## config.mk

```make
export PLATFORM = sky130hd
export DESIGN_NAME = alu_exec
export DESIGN_NICKNAME = d
export VERILOG_FILES = /design/src/rtl/alu_pkg.sv /design/src/rtl/mul8_seq.sv /design/src/rtl/alu_exec.sv
export SDC_FILE = /design/constraint.sdc
export NUM_CORES = 1
export LEC_CHECK = 0
export BUFFER_PORTS_ARGS = -buffer_cell sky130_fd_sc_hd__buf_2
export CAP_MARGIN = 30
export CELL_PAD_IN_SITES_DETAIL_PLACEMENT = 1
export CELL_PAD_IN_SITES_GLOBAL_PLACEMENT = 1
export CORE_ASPECT_RATIO = 1.2
export CORE_MARGIN = 4
export CORE_UTILIZATION = 49
export CTS_CLUSTER_DIAMETER = 40
export DETAILED_ROUTE_END_ITERATION = 10
export PLACE_DENSITY_LB_ADDON = 0.15
export SYNTH_ARGS = -nofsm -noshare
export SYNTH_HDL_FRONTEND = slang
export SYNTH_SLANG_ARGS = --single-unit
```

## constraint.sdc

```tcl
create_clock -name clk -period 4.3 [get_ports clk]
set_input_delay 0.43 -clock clk [delete_from_list [all_inputs] [get_ports clk]]
set_output_delay 0.43 -clock clk [all_outputs]
set_load 0.01 [all_outputs]
```

## src/rtl/alu_pkg.sv

```systemverilog
// Shared opcode, writeback-target and FSM encodings for the 8-bit execute stage.
package alu_pkg;

    localparam int unsigned DATA_W = 8;

    localparam logic [3:0] OP_ADD = 4'd0;
    localparam logic [3:0] OP_SUB = 4'd1;
    localparam logic [3:0] OP_AND = 4'd2;
    localparam logic [3:0] OP_OR  = 4'd3;
    localparam logic [3:0] OP_XOR = 4'd4;
    localparam logic [3:0] OP_NOT = 4'd5;
    localparam logic [3:0] OP_SHL = 4'd6;
    localparam logic [3:0] OP_SHR = 4'd7;
    localparam logic [3:0] OP_MUL = 4'd8;

    localparam logic [1:0] DST_NONE = 2'b00;
    localparam logic [1:0] DST_A    = 2'b01;
    localparam logic [1:0] DST_B    = 2'b10;
    localparam logic [1:0] DST_BOTH = 2'b11;

    typedef enum logic {
        ST_IDLE = 1'b0,
        ST_MUL  = 1'b1
    } state_e;

endpackage

```

## src/rtl/mul8_seq.sv

```systemverilog
// Sequential 8x8 shift-add multiplier; one partial product is accumulated per step.
module mul8_seq (
    input  logic        clk,
    input  logic        rst_n,
    input  logic        load_i,
    input  logic        step_i,
    input  logic [7:0]  mcand_i,
    input  logic [7:0]  mplier_i,
    output logic [15:0] product_o
);

    logic [15:0] mcand_q;
    logic [7:0]  mplier_q;
    logic [15:0] acc_q;
    logic [15:0] addend;

    // product_o includes the partial product of the step in progress, so it holds
    // the full product during the eighth step and the caller can write it back then.
    assign addend    = mplier_q[0] ? mcand_q : 16'd0;
    assign product_o = acc_q + addend;

    always_ff @(posedge clk or negedge rst_n) begin
        if (!rst_n) begin
            mcand_q  <= '0;
            mplier_q <= '0;
            acc_q    <= '0;
        end else if (load_i) begin
            mcand_q  <= {8'd0, mcand_i};
            mplier_q <= mplier_i;
            acc_q    <= '0;
        end else if (step_i) begin
            acc_q    <= product_o;
            mcand_q  <= {mcand_q[14:0], 1'b0};
            mplier_q <= {1'b0, mplier_q[7:1]};
        end
    end

endmodule

```

## src/rtl/alu_exec.sv

```systemverilog
// 8-bit execute stage: single-cycle logic/arithmetic ops plus an 8-step multiply,
// with registered result, status flags and two architectural registers.
module alu_exec
    import alu_pkg::*;
(
    input  logic       clk,
    input  logic       rst_n,
    input  logic [7:0] a_i,
    input  logic [7:0] b_i,
    input  logic [3:0] op_i,
    input  logic [1:0] dst_i,
    input  logic       start_i,
    output logic       busy_o,
    output logic       done_o,
    output logic [7:0] result_o,
    output logic [7:0] reg_a_o,
    output logic [7:0] reg_b_o,
    output logic       flag_z_o,
    output logic       flag_n_o,
    output logic       flag_c_o,
    output logic       flag_v_o
);

    state_e      state_q;
    logic [2:0]  cnt_q;
    logic [1:0]  dst_q;
    logic        busy_q, done_q;
    logic [7:0]  result_q, reg_a_q, reg_b_q;
    logic        z_q, n_q, c_q, v_q;

    logic        accept, mul_load, mul_step, mul_last;
    logic [15:0] product;
    logic [8:0]  sum9;
    logic [7:0]  alu_res;
    logic        alu_c, alu_v;
    logic        wb_valid, wb_c, wb_v;
    logic [7:0]  wb_res;
    logic [1:0]  wb_dst;

    assign accept   = (state_q == ST_IDLE) && start_i;
    assign mul_load = accept && (op_i == OP_MUL);
    assign mul_step = (state_q == ST_MUL);
    assign mul_last = mul_step && (cnt_q == 3'd7);

    mul8_seq u_mul (
        .clk       (clk),
        .rst_n     (rst_n),
        .load_i    (mul_load),
        .step_i    (mul_step),
        .mcand_i   (a_i),
        .mplier_i  (b_i),
        .product_o (product)
    );

    always_comb begin
        sum9    = '0;
        alu_res = a_i;
        alu_c   = 1'b0;
        alu_v   = 1'b0;
        case (op_i)
            OP_ADD: begin
                sum9    = {1'b0, a_i} + {1'b0, b_i};
                alu_res = sum9[7:0];
                alu_c   = sum9[8];
                alu_v   = (a_i[7] == b_i[7]) && (sum9[7] != a_i[7]);
            end
            // Bit 8 of the 9-bit difference is the unsigned borrow (a < b).
            OP_SUB: begin
                sum9    = {1'b0, a_i} - {1'b0, b_i};
                alu_res = sum9[7:0];
                alu_c   = sum9[8];
                alu_v   = (a_i[7] != b_i[7]) && (sum9[7] != a_i[7]);
            end
            OP_AND: alu_res = a_i & b_i;
            OP_OR:  alu_res = a_i | b_i;
            OP_XOR: alu_res = a_i ^ b_i;
            OP_NOT: alu_res = ~a_i;
            OP_SHL: begin
                alu_res = {a_i[6:0], 1'b0};
                alu_c   = a_i[7];
            end
            OP_SHR: begin
                alu_res = {1'b0, a_i[7:1]};
                alu_c   = a_i[0];
            end
            default: alu_res = a_i;
        endcase
    end

    always_comb begin
        wb_valid = 1'b0;
        wb_res   = alu_res;
        wb_c     = alu_c;
        wb_v     = alu_v;
        wb_dst   = dst_i;
        if (accept && (op_i != OP_MUL)) begin
            wb_valid = 1'b1;
        end else if (mul_last) begin
            wb_valid = 1'b1;
            wb_res   = product[7:0];
            wb_c     = |product[15:8];
            wb_v     = 1'b0;
            wb_dst   = dst_q;
        end
    end

    // done follows every writeback by one register stage; busy covers the 8 steps.
    always_ff @(posedge clk or negedge rst_n) begin
        if (!rst_n) begin
            state_q  <= ST_IDLE;
            cnt_q    <= '0;
            dst_q    <= DST_NONE;
            busy_q   <= 1'b0;
            done_q   <= 1'b0;
            result_q <= '0;
            reg_a_q  <= '0;
            reg_b_q  <= '0;
            z_q      <= 1'b0;
            n_q      <= 1'b0;
            c_q      <= 1'b0;
            v_q      <= 1'b0;
        end else begin
            done_q <= wb_valid;
            case (state_q)
                ST_IDLE: begin
                    if (mul_load) begin
                        state_q <= ST_MUL;
                        busy_q  <= 1'b1;
                        cnt_q   <= '0;
                        dst_q   <= dst_i;
                    end
                end
                ST_MUL: begin
                    cnt_q <= cnt_q + 3'd1;
                    if (mul_last) begin
                        state_q <= ST_IDLE;
                        busy_q  <= 1'b0;
                    end
                end
                default: state_q <= ST_IDLE;
            endcase
            if (wb_valid) begin
                result_q <= wb_res;
                z_q      <= (wb_res == 8'd0);
                n_q      <= wb_res[7];
                c_q      <= wb_c;
                v_q      <= wb_v;
                if (wb_dst[0]) reg_a_q <= wb_res;
                if (wb_dst[1]) reg_b_q <= wb_res;
            end
        end
    end

    assign busy_o   = busy_q;
    assign done_o   = done_q;
    assign result_o = result_q;
    assign reg_a_o  = reg_a_q;
    assign reg_b_o  = reg_b_q;
    assign flag_z_o = z_q;
    assign flag_n_o = n_q;
    assign flag_c_o = c_q;
    assign flag_v_o = v_q;

endmodule

```

==> out/qor.txt, run 1 <==
Synthesis warning total: 0
Clock Sinks: 75
Post-CTS resize count: 0
Avg Inst Size Synth: 8.73 sq um
Min-Delay Path Class: in2async
Worst r2r path cells: 10
Max frequency: 0.305 GHz
CTS clock-pin slew for the worst setup and hold paths: 0.06 ns
Area of the die: 12400 sq um
Critical path data arrival time: 3.56 ns
Levels on crit path: 10
CP Data Required Time: 4.57 ns
Max-cap violations: 0
Top cell family by delay on the critical path: compound AO/OA/AOI/OAI gates
Drt first-iter violations: 221
Clock latency on the worst-skew pair: 0.34 ns
Num CTS Buffers: 9
Synthesized area: 5250 sq um
Critical Path Max Stage Delay: 0.65 ns
FFs w/ async S/R, synth: 1.00
Final instance area: 5930 sq um
Area Growth Syn to Fin: 13.0%
Fin crit period: 3.28 ns
Worst Tran Pin Value: 1.00 ns
Die Wd: 102 microns
Worst Skew: 0.0138 ns
Main synth FF type: dfrtp_1
Unrepaired setup endpoints after global routing: no
Hold_buf cts: 0
DR WL/cell: 20.3 microns
Initial Utilization: 0.499
TNS Setup: 0 ns
Grt met2 use: 0.472
GR peak layer: met2
WL final: 15.8 mm
Yosys reg bits: 75
Met3 GRT Util: 0.0397
Relative slew slack: 0.331
Final Setup Violations: 0
CTS Buffer Depth: 2
Commonest cells after routing, fill and taps aside: nand2_1 (119), dfrtp_1 (74), buf_2 (54)
Final period utilization: 0.764
Residual DRC count: 0
Global-route wire length before repair: 25.9 mm
CTS tree: built
N_diodes: 0
IO Count: 55
Hold Fails Final Rpt: 0
VDD IR-drop max: 299 uV
Largest net degree at the start of global routing: 76
First-pass detailed-route iteration total: 4
Reg2Reg Launch Point: u_mul.mplier_q[0]$_DFFE_PN0P_
Syn Nets: 671
FF-to-FF End: reg_a_o[7]$_DFFE_PN0P_
Worst-path fanout max: 17
Crit end category: register
Htree depth: 3
Row count: 41
Pins over their slew limit: 0
CP Launch Type: register
Initial antenna violation count: 0
GPL Wtd Cong: 0.889
Grt total ovfl: 0
Seq/Total Area, Yosys: 0.358
Power per Cell Area: 529 nW/um^2
Core area: 10500 sq um
Status: completed
Mean number of vias per cell: 6.04
Slowest CP cell: dfrtp_1
Count of cell types in the netlist: 66
Leakage power total: 2.84 nW
Most common cell on crit path: nor2_1
Met1 Resource Use GR: 0.324
Port bufs: 54
Routed Antenna Nets: 0
Syn Inst Count: 601
Critical-path cell list: and2_1 > ha_1 > a211oi_1 > nor2_1 > o21a_1 > o41a_1 > xor2_1 > nor2_1 > a311oi_1 > mux2_2
R2R Setup Slk: 1.02 ns
EDFF count, synth: 0
Post-CTS Setup Inserts: 0
Cell area after placement: 5600 sq um
NumNets Final: 714
Vias in the first global route: 5048
CP bufs+invs: 0
Worst setup path category: reg2reg
Vias: 4696
DP HPWL: 11.8 mm
Fraction of layout cells with a size suffix above 1: 0.165
Chip Height: 121 microns
Gr usage total: 0.267
Clk root buf: clkbuf_16
Commonest non-fill, non-tap cell in the layout: nand2_1
[worst max-delay path by stage]
stage / slack (ns) / from / to
2_1_floorplan: 1.27 / a_i[0] / flag_z_o$_DFFE_PN0P_
3_3_place_gp: 0.99 / a_i[0] / flag_z_o$_DFFE_PN0P_
3_5_place_dp: 0.90 / a_i[0] / flag_z_o$_DFFE_PN0P_
4_1_cts: 0.97 / u_mul.mplier_q[0]$_DFFE_PN0P_ / reg_a_o[7]$_DFFE_PN0P_
5_1_grt: 0.77 / u_mul.mplier_q[0]$_DFFE_PN0P_ / result_o[7]$_DFFE_PN0P_
6_report: 1.02 / u_mul.mplier_q[0]$_DFFE_PN0P_ / reg_a_o[7]$_DFFE_PN0P_
[registers in the layout (all words and copies together) (netlist names)]
| signal | count |
|---|---|
| u_mul.mcand_q | 16 |
| mul_step | 1 |
| flag_c_o | 1 |
| u_mul.acc_q | 16 |
| reg_b_o | 8 |
| cnt_q | 3 |
| flag_z_o | 1 |
| u_mul.mplier_q | 8 |
| busy_o | 1 |
| dst_q | 2 |
| result_o | 8 |
| flag_v_o | 1 |
| reg_a_o | 8 |
| done_o | 1 |
[cell families (layout without fill, tap and decap cells)]
family,after synthesis,count (layout),share of synthesized area
AO/OA/AOI/OAI,165,165,0.209
XOR/XNOR,16,16,0.0267
adder cells (fa/ha/maj),45,45,0.112
buffers and inverters,58,106,0.0451
flip-flops,75,75,0.358
multiplexers,28,28,0.0682
AND/OR/NAND/NOR,214,214,0.182
[synth_stat cells, types with 7 or more instances]
library cell | number | area [sq um]
nand2_1 | 119 | 447
dfrtp_1 | 75 | 1880
o21ai_0 | 48 | 240
ha_1 | 42 | 526
a21oi_1 | 31 | 155
nor2_1 | 31 | 116
inv_1 | 28 | 105
clkbuf_1 | 20 | 75.1
and2_1 | 18 | 113
mux2_2 | 18 | 203
a22oi_1 | 17 | 128
xnor2_1 | 12 | 105
nor3_1 | 8 | 40.0
nand3_1 | 7 | 35.0
[cell type report]
| type | count | area, sq um |
|---|---|---|
| Fill cell | 1232 | 4590 |
| Multi-Input combinational cell | 468 | 3140 |
| Sequential cell | 75 | 1880 |
| Timing Repair Buffer | 60 | 315 |
| Clock buffer | 11 | 243 |
| Tap cell | 129 | 161 |
| Inverter | 30 | 113 |
| Clock inverter | 5 | 85.1 |
[report_power, final]
group	switching (mW)	internal [mW]	total, mW
clock	0.309	0.528	0.837
sequential	0.210	0.971	1.18
combinational	0.676	0.443	1.12
[metrics by stage]
step | util | worst slack, ns | hold WS (ns) | total power [mW] | instances
finish | 0.564 | 1.02 | 0.254 | 3.14 | 778
global route | 0.564 | 0.772 | 0.316 | 3.37 | 778
CTS | 0.564 | 0.966 | 0.269 | 3.17 | 778
detailed placement | 0.533 | 0.902 | 0.458 | 2.31 | 762
global placement | 0.532 | 0.985 | 0.445 | 2.24 | 760
floorplan | - | 1.27 | 0.134 | 1.87 | 601
[routing by layer]
metal | wire (microns) | vias up | share of wire
li1 | - | 2220 | -
met1 | 6540 | 2343 | 0.41
met2 | 8350 | 109 | 0.53
met3 | 573 | 24 | 0.036
met4 | 324 | 0 | 0.021
met5 | 0 | - | 0
(Power assumes the default switching activity.)
==> inputs of run 2 (changes only) <==
Settings changed: CORE_UTILIZATION 49 to 46.
Clock period 4.3 ns to 3.05 ns, I/O delays scaled along.
==> out/qor.txt, run 2 (synthesized netlist as in run 1, its figures left out) <==
CTS clock-pin slew for the worst setup and hold paths: 0.06 ns (about the same)
Vias: 4891 (was 4696)
Layout Cells excl Fill: 853 (was 778)
Fraction of layout cells with a size suffix above 1: 0.239 (was 0.165)
Residual DRC count: 0 (unchanged)
Vias in the first global route: 5318 (was 5048)
GPL Wtd Cong: 0.873 (was 0.889)
Row count: 42 (was 41)
TNS Setup: 0 ns (unchanged)
Mean number of vias per cell: 5.73 (was 6.04)
Worst Skew: 0.00727 ns (was 0.0138 ns)
Chip Height: 125 microns (was 121 microns)
Critical path data arrival time: 3.22 ns (was 3.56 ns)
CTS Buffer Depth: 2 (unchanged)
Min-Delay Path Class: in2reg (was in2async)
Max frequency: 0.337 GHz (was 0.305 GHz)
Largest net degree at the start of global routing: 76 (unchanged)
Pre-CTS setup slack: -0.103 ns (was 0.902 ns)
Status: completed (unchanged)
DP HPWL: 12.3 mm (was 11.8 mm)
CP Launch Type: register (unchanged)
Share of power burned in the clock network: 0.231 (was 0.267)
NumNets Final: 764 (was 714)
Clk root buf: clkbuf_16 (unchanged)
Relative slew slack: 0.403 (was 0.331)
Hold Fails Final Rpt: 0 (unchanged)
Initial antenna violation count: 0 (unchanged)
Final period utilization: 0.973 (was 0.764)
Routed Antenna Nets: 0 (unchanged)
Placed cells: 834 (was 762)
WL final: 16.2 mm (was 15.8 mm)
Commonest non-fill, non-tap cell in the layout: nand2_1 (unchanged)
Logic pwr share: 0.398 (was 0.357)
Hold slack: 0.194 ns (was 0.254 ns)
Power per Cell Area: 684 nW/um^2 (was 529 nW/um^2)
VDD IR-drop max: 463 uV (was 299 uV)
Global-route wire length before repair: 27.0 mm (was 25.9 mm)
N_diodes: 0 (unchanged)
Reg power frac: 0.370 (was 0.376)
Area of the die: 13200 sq um (was 12400 sq um)
Worst Tran Pin Value: 0.893 ns (was 1.00 ns)
Htree depth: 3 (unchanged)
Biggest regs: u_mul.acc_q x16, u_mul.mcand_q x16 (unchanged)
Unrepaired setup endpoints after global routing: yes (was no)
Fin crit period: 2.97 ns (was 3.28 ns)
Clock latency on the worst-skew pair: 0.34 ns (about the same)
Fillers: 1334 (was 1232)
Drt first-iter violations: 157 (was 221)
Clock Sinks: 75 (unchanged)
CP Data Required Time: 3.30 ns (was 4.57 ns)
Area Growth Syn to Fin: 21.4% (was 13.0%)
Pins over their slew limit: 0 (unchanged)
CTS tree: built (unchanged)
Port bufs: 54 (unchanged)
Commonest cells after routing, fill and taps aside: nand2_1 (119), dfrtp_1 (73), buf_4 (55) (was nand2_1 (119), dfrtp_1 (74), buf_2 (54))
Switching power: 1.71 mW (was 1.20 mW)
Switching share of power: 0.392 (was 0.381)
Grt total ovfl: 0 (unchanged)
Num CTS Buffers: 9 (unchanged)
Max-cap violations: 0 (unchanged)
Pint: 2.65 mW (was 1.94 mW)
Worst setup path category: reg2reg (unchanged)
Die Wd: 106 microns (was 102 microns)
DR WL/cell: 19.0 microns (was 20.3 microns)
Gr usage total: 0.254 (was 0.267)
Worst-path fanout max: 9 (was 17)
Initial Utilization: 0.473 (was 0.499)
Fin worst setup slack: 0.0821 ns (was 1.02 ns)
Leakage power total: 3.08 nW (was 2.84 nW)
Final Setup Violations: 0 (unchanged)
Core area: 11100 sq um (was 10500 sq um)
First-pass detailed-route iteration total: 4 (unchanged)
IO Count: 55 (unchanged)
Crit end category: register (unchanged)
Fin util: 0.575 (was 0.564)
## run 2: changes by cell type in the layout (fill, tap and decap cells not counted), sizes merged
| cell | change |
|---|---|
| buf | +49 |
| inv | +3 |
| bufinv | -2 |
| clkbuf | -2 |
| clkinv | +1 |
| dlygate4sd3 | +1 |
## run 2: stage by stage
step,area (sq um),total power [mW]
5_1_grt,6370,4.69
4_1_cts,6280,4.37
6_report,6370,4.36
2_1_floorplan,5250,2.63
3_5_place_dp,5990,3.32
3_3_place_gp,5990,3.24
## run 2: cell type report
type / instances / area (sq um) / area share
clock buffers: 9 / 225 / 0.0353
clock inverters: 7 / 56.3 / 0.00884
inverters: 30 / 113 / 0.0177
multi-input cells: 468 / 3190 / 0.501
flip-flops and latches: 75 / 1880 / 0.295
well taps: 154 / 193 / 0.0302
repair buffers: 110 / 716 / 0.112
## run 2: path summary, 6_finish.rpt
path	startpoint	to	slack [ns]	cells past startpoint
worst max register to register	u_mul.mplier_q[0]$_DFFE_PN0P_	flag_z_o$_DFFE_PN0P_	0.08	11
min in group asynchronous	rst_n	u_mul.mcand_q[6]$_DFFE_PN0P_	0.37	2
max in group asynchronous	rst_n	result_o[7]$_DFFE_PN0P_	2.11	3
worst min register to register	u_mul.mplier_q[2]$_DFFE_PN0P_	u_mul.mplier_q[2]$_DFFE_PN0P_	0.48	2
worst max-delay path	u_mul.mplier_q[0]$_DFFE_PN0P_	flag_z_o$_DFFE_PN0P_	0.08	11
worst min-delay path	dst_i[0]	dst_q[0]$_DFFE_PN0P_	0.19	3
## run 2: power by group through the flow
stage / combinational (mW) / clock [mW] / sequential (mW)
after floorplan: 0.985 / 0 / 1.64
after global placement: 1.63 / 0 / 1.61
after detailed placement: 1.70 / 0 / 1.62
after CTS: 1.72 / 1.03 / 1.62
after global routing: 1.94 / 1.09 / 1.66
final: 1.73 / 1.01 / 1.61
## run 2: what timing repair did
item	CTS	global route
pin swaps	0	3
resized for setup	2	13
hold buffers	0	1
setup endpoints to repair	4	10
hold endpoints to repair	0	13
setup buffers	0	1
cloned	0	0
## run 2: worst max-delay path, cell delays in order (launching register included)
cell,delay (ns)
dfrtp_2,0.44
and2_1,0.18
ha_1,0.34
o21ai_0,0.13
nor2_1,0.18
buf_4,0.14
nor2_1,0.07
o21ai_0,0.18
a31oi_1,0.13
or4_1,0.47
or4_1,0.45
o31ai_2,0.18
## run 2: layer usage
layer	up-vias	part of all wire	global-route usage	routed length, microns
met2	87	0.52	0.450	8430
met3	31	0.034	0.0381	548
met4	0	0.025	0.0861	403
met5	-	0	0	0
met1	2448	0.42	0.315	6860
li1	2325	-	-	-
==> inputs of run 3 (changes only) <==
Settings changed: RECOVER_POWER set to 25.
==> out/qor.txt, run 3 (synthesized netlist as in run 1, its figures left out) <==
Area Growth Syn to Fin: 21.3% (was 21.4%)
DP HPWL: 12.3 mm (unchanged)
Hold Fails Final Rpt: 0 (unchanged)
DR WL/cell: 19.0 microns (about the same)
Power per Cell Area: 684 nW/um^2 (about the same)
Status: completed (unchanged)
Slowest CP cell: or4_1 (unchanged)
Min-Delay Path Class: in2reg (unchanged)
Critical path data arrival time: 3.22 ns (about the same)
Grt total ovfl: 0 (unchanged)
Layout Cells excl Fill: 853 (unchanged)
Port bufs: 54 (unchanged)
Crit end category: register (unchanged)
GPL Wtd Cong: 0.873 (unchanged)
Fin util: 0.574 (was 0.575)
Clock Sinks: 75 (unchanged)
Routed length on met2: 8.43 mm (unchanged)
IO Count: 55 (unchanged)
Pins over their slew limit: 0 (unchanged)
Initial antenna violation count: 0 (unchanged)
Final period utilization: 0.973 (unchanged)
CTS tree: built (unchanged)
Fraction of layout cells with a size suffix above 1: 0.237 (was 0.239)
First-pass detailed-route iteration total: 4 (unchanged)
Row count: 42 (unchanged)
Relative slew slack: 0.403 (unchanged)
Worst setup path category: reg2reg (unchanged)
NumNets Final: 764 (unchanged)
Unrepaired setup endpoints after global routing: yes (unchanged)
Commonest cells after routing, fill and taps aside: nand2_1 (119), dfrtp_1 (73), buf_4 (54) (was nand2_1 (119), dfrtp_1 (73), buf_4 (55))
Area of the die: 13200 sq um (unchanged)
Worst-path fanout max: 9 (unchanged)
Vias in the first global route: 5318 (unchanged)
R2R Setup Slk: 0.08 ns (about the same)
N_diodes: 0 (unchanged)
Commonest non-fill, non-tap cell in the layout: nand2_1 (unchanged)
Metal-1 WL: 6.85 mm (was 6.86 mm)
Global-route wire length before repair: 27.0 mm (unchanged)
Placed cells: 834 (unchanged)
Mean number of vias per cell: 5.73 (unchanged)
Biggest regs: u_mul.acc_q x16, u_mul.mcand_q x16 (unchanged)
Drt first-iter violations: 157 (unchanged)
VDD IR-drop max: 463 uV (unchanged)
Fillers: 1335 (was 1334)
WL met3: 548 microns (unchanged)
Hold slack: 0.194 ns (unchanged)
Die Wd: 106 microns (unchanged)
Clock latency on the worst-skew pair: 0.34 ns (about the same)
Worst Skew: 0.00727 ns (unchanged)
WL final: 16.2 mm (about the same)
Largest net degree at the start of global routing: 76 (unchanged)
Max-cap violations: 0 (unchanged)
Initial Utilization: 0.473 (unchanged)
Routed Antenna Nets: 0 (unchanged)
Num CTS Buffers: 9 (unchanged)
Fin worst setup slack: 0.0821 ns (unchanged)
Clk root buf: clkbuf_16 (unchanged)
Fin crit period: 2.97 ns (unchanged)
Top sig layer: met4 (unchanged)
Pre-CTS setup slack: -0.103 ns (unchanged)
Gr usage total: 0.254 (unchanged)
Tot Pwr: 4.36 mW (about the same)
Vias: 4891 (unchanged)
Max frequency: 0.337 GHz (unchanged)
FF+latch area: 1880 sq um (unchanged)
Critical-path cell list: and2_1 > ha_1 > o21ai_0 > nor2_1 > buf_4 > nor2_1 > o21ai_0 > a31oi_1 > or4_1 > or4_1 > o31ai_2 (unchanged)
Htree depth: 3 (unchanged)
Residual DRC count: 0 (unchanged)
Final Setup Violations: 0 (unchanged)
Chip Height: 125 microns (unchanged)
Multi-input gate area: 3190 sq um (unchanged)
Worst Tran Pin Value: 0.893 ns (unchanged)
CP Data Required Time: 3.30 ns (about the same)
Leakage power total: 3.08 nW (about the same)
CTS clock-pin slew for the worst setup and hold paths: 0.06 ns (about the same)
Critical Path Max Stage Delay: 0.47 ns (about the same)
CTS Buffer Depth: 2 (unchanged)
CP Launch Type: register (unchanged)
Core area: 11100 sq um (unchanged)
run 3: path summary, 6_finish.rpt:
check | start | endpoint | cells after the start
setup / recovery | u_mul.mplier_q[0]$_DFFE_PN0P_ | flag_z_o$_DFFE_PN0P_ | 11
hold / removal | dst_i[0] | dst_q[0]$_DFFE_PN0P_ | 3
setup reg to reg | u_mul.mplier_q[0]$_DFFE_PN0P_ | flag_z_o$_DFFE_PN0P_ | 11
hold reg to reg | u_mul.mplier_q[2]$_DFFE_PN0P_ | u_mul.mplier_q[2]$_DFFE_PN0P_ | 2
max in group asynchronous | rst_n | result_o[7]$_DFFE_PN0P_ | 3
min in group asynchronous | rst_n | u_mul.mcand_q[6]$_DFFE_PN0P_ | 2
run 3: metal layers:
layer  GRT usage  vias up
met5           0        -
met3      0.0381       31
met2       0.450       87
met4      0.0861        0
li1            -     2325
met1       0.315     2448
run 3: area by class of cell:
type,instances,area share
Timing Repair Buffer,110,0.112
Sequential cell,75,0.295
Clock inverter,7,0.00884
Inverter,30,0.0177
Multi-Input combinational cell,468,0.501
Clock buffer,9,0.0354
Tap cell,154,0.0303
run 3: per-stage QoR:
step	setup TNS (ns)	cell area [sq um]
2_1_floorplan	0	5250
3_3_place_gp	-0.169	5990
3_5_place_dp	-0.335	5990
4_1_cts	0	6280
5_1_grt	-0.171	6370
6_report	0	6370
run 3: repair_timing:
action                                  in CTS  in global routing
gates resized for setup                      2                 13
setup buffers                                0                  1
endpoints found under the setup margin       4                 10
pin swaps                                    0                  3
endpoints found under the hold margin        0                 13
hold buffers                                 0                  1
run 3: report_power, final:
group          internal (mW)  switching, mW  total, mW
Combinational          0.715           1.02       1.73
Clock                  0.562          0.446       1.01
Sequential              1.37          0.244       1.61
run 3: critical path: cells and delay by family, from the launching register on:
kind | cells | cell delay, ns
and+or+nand+nor | 5 | 1.35
AOI/OAI and AO/OA | 4 | 0.62
DFF | 1 | 0.44
adders and majority gates | 1 | 0.34
buffers and inverters | 1 | 0.14
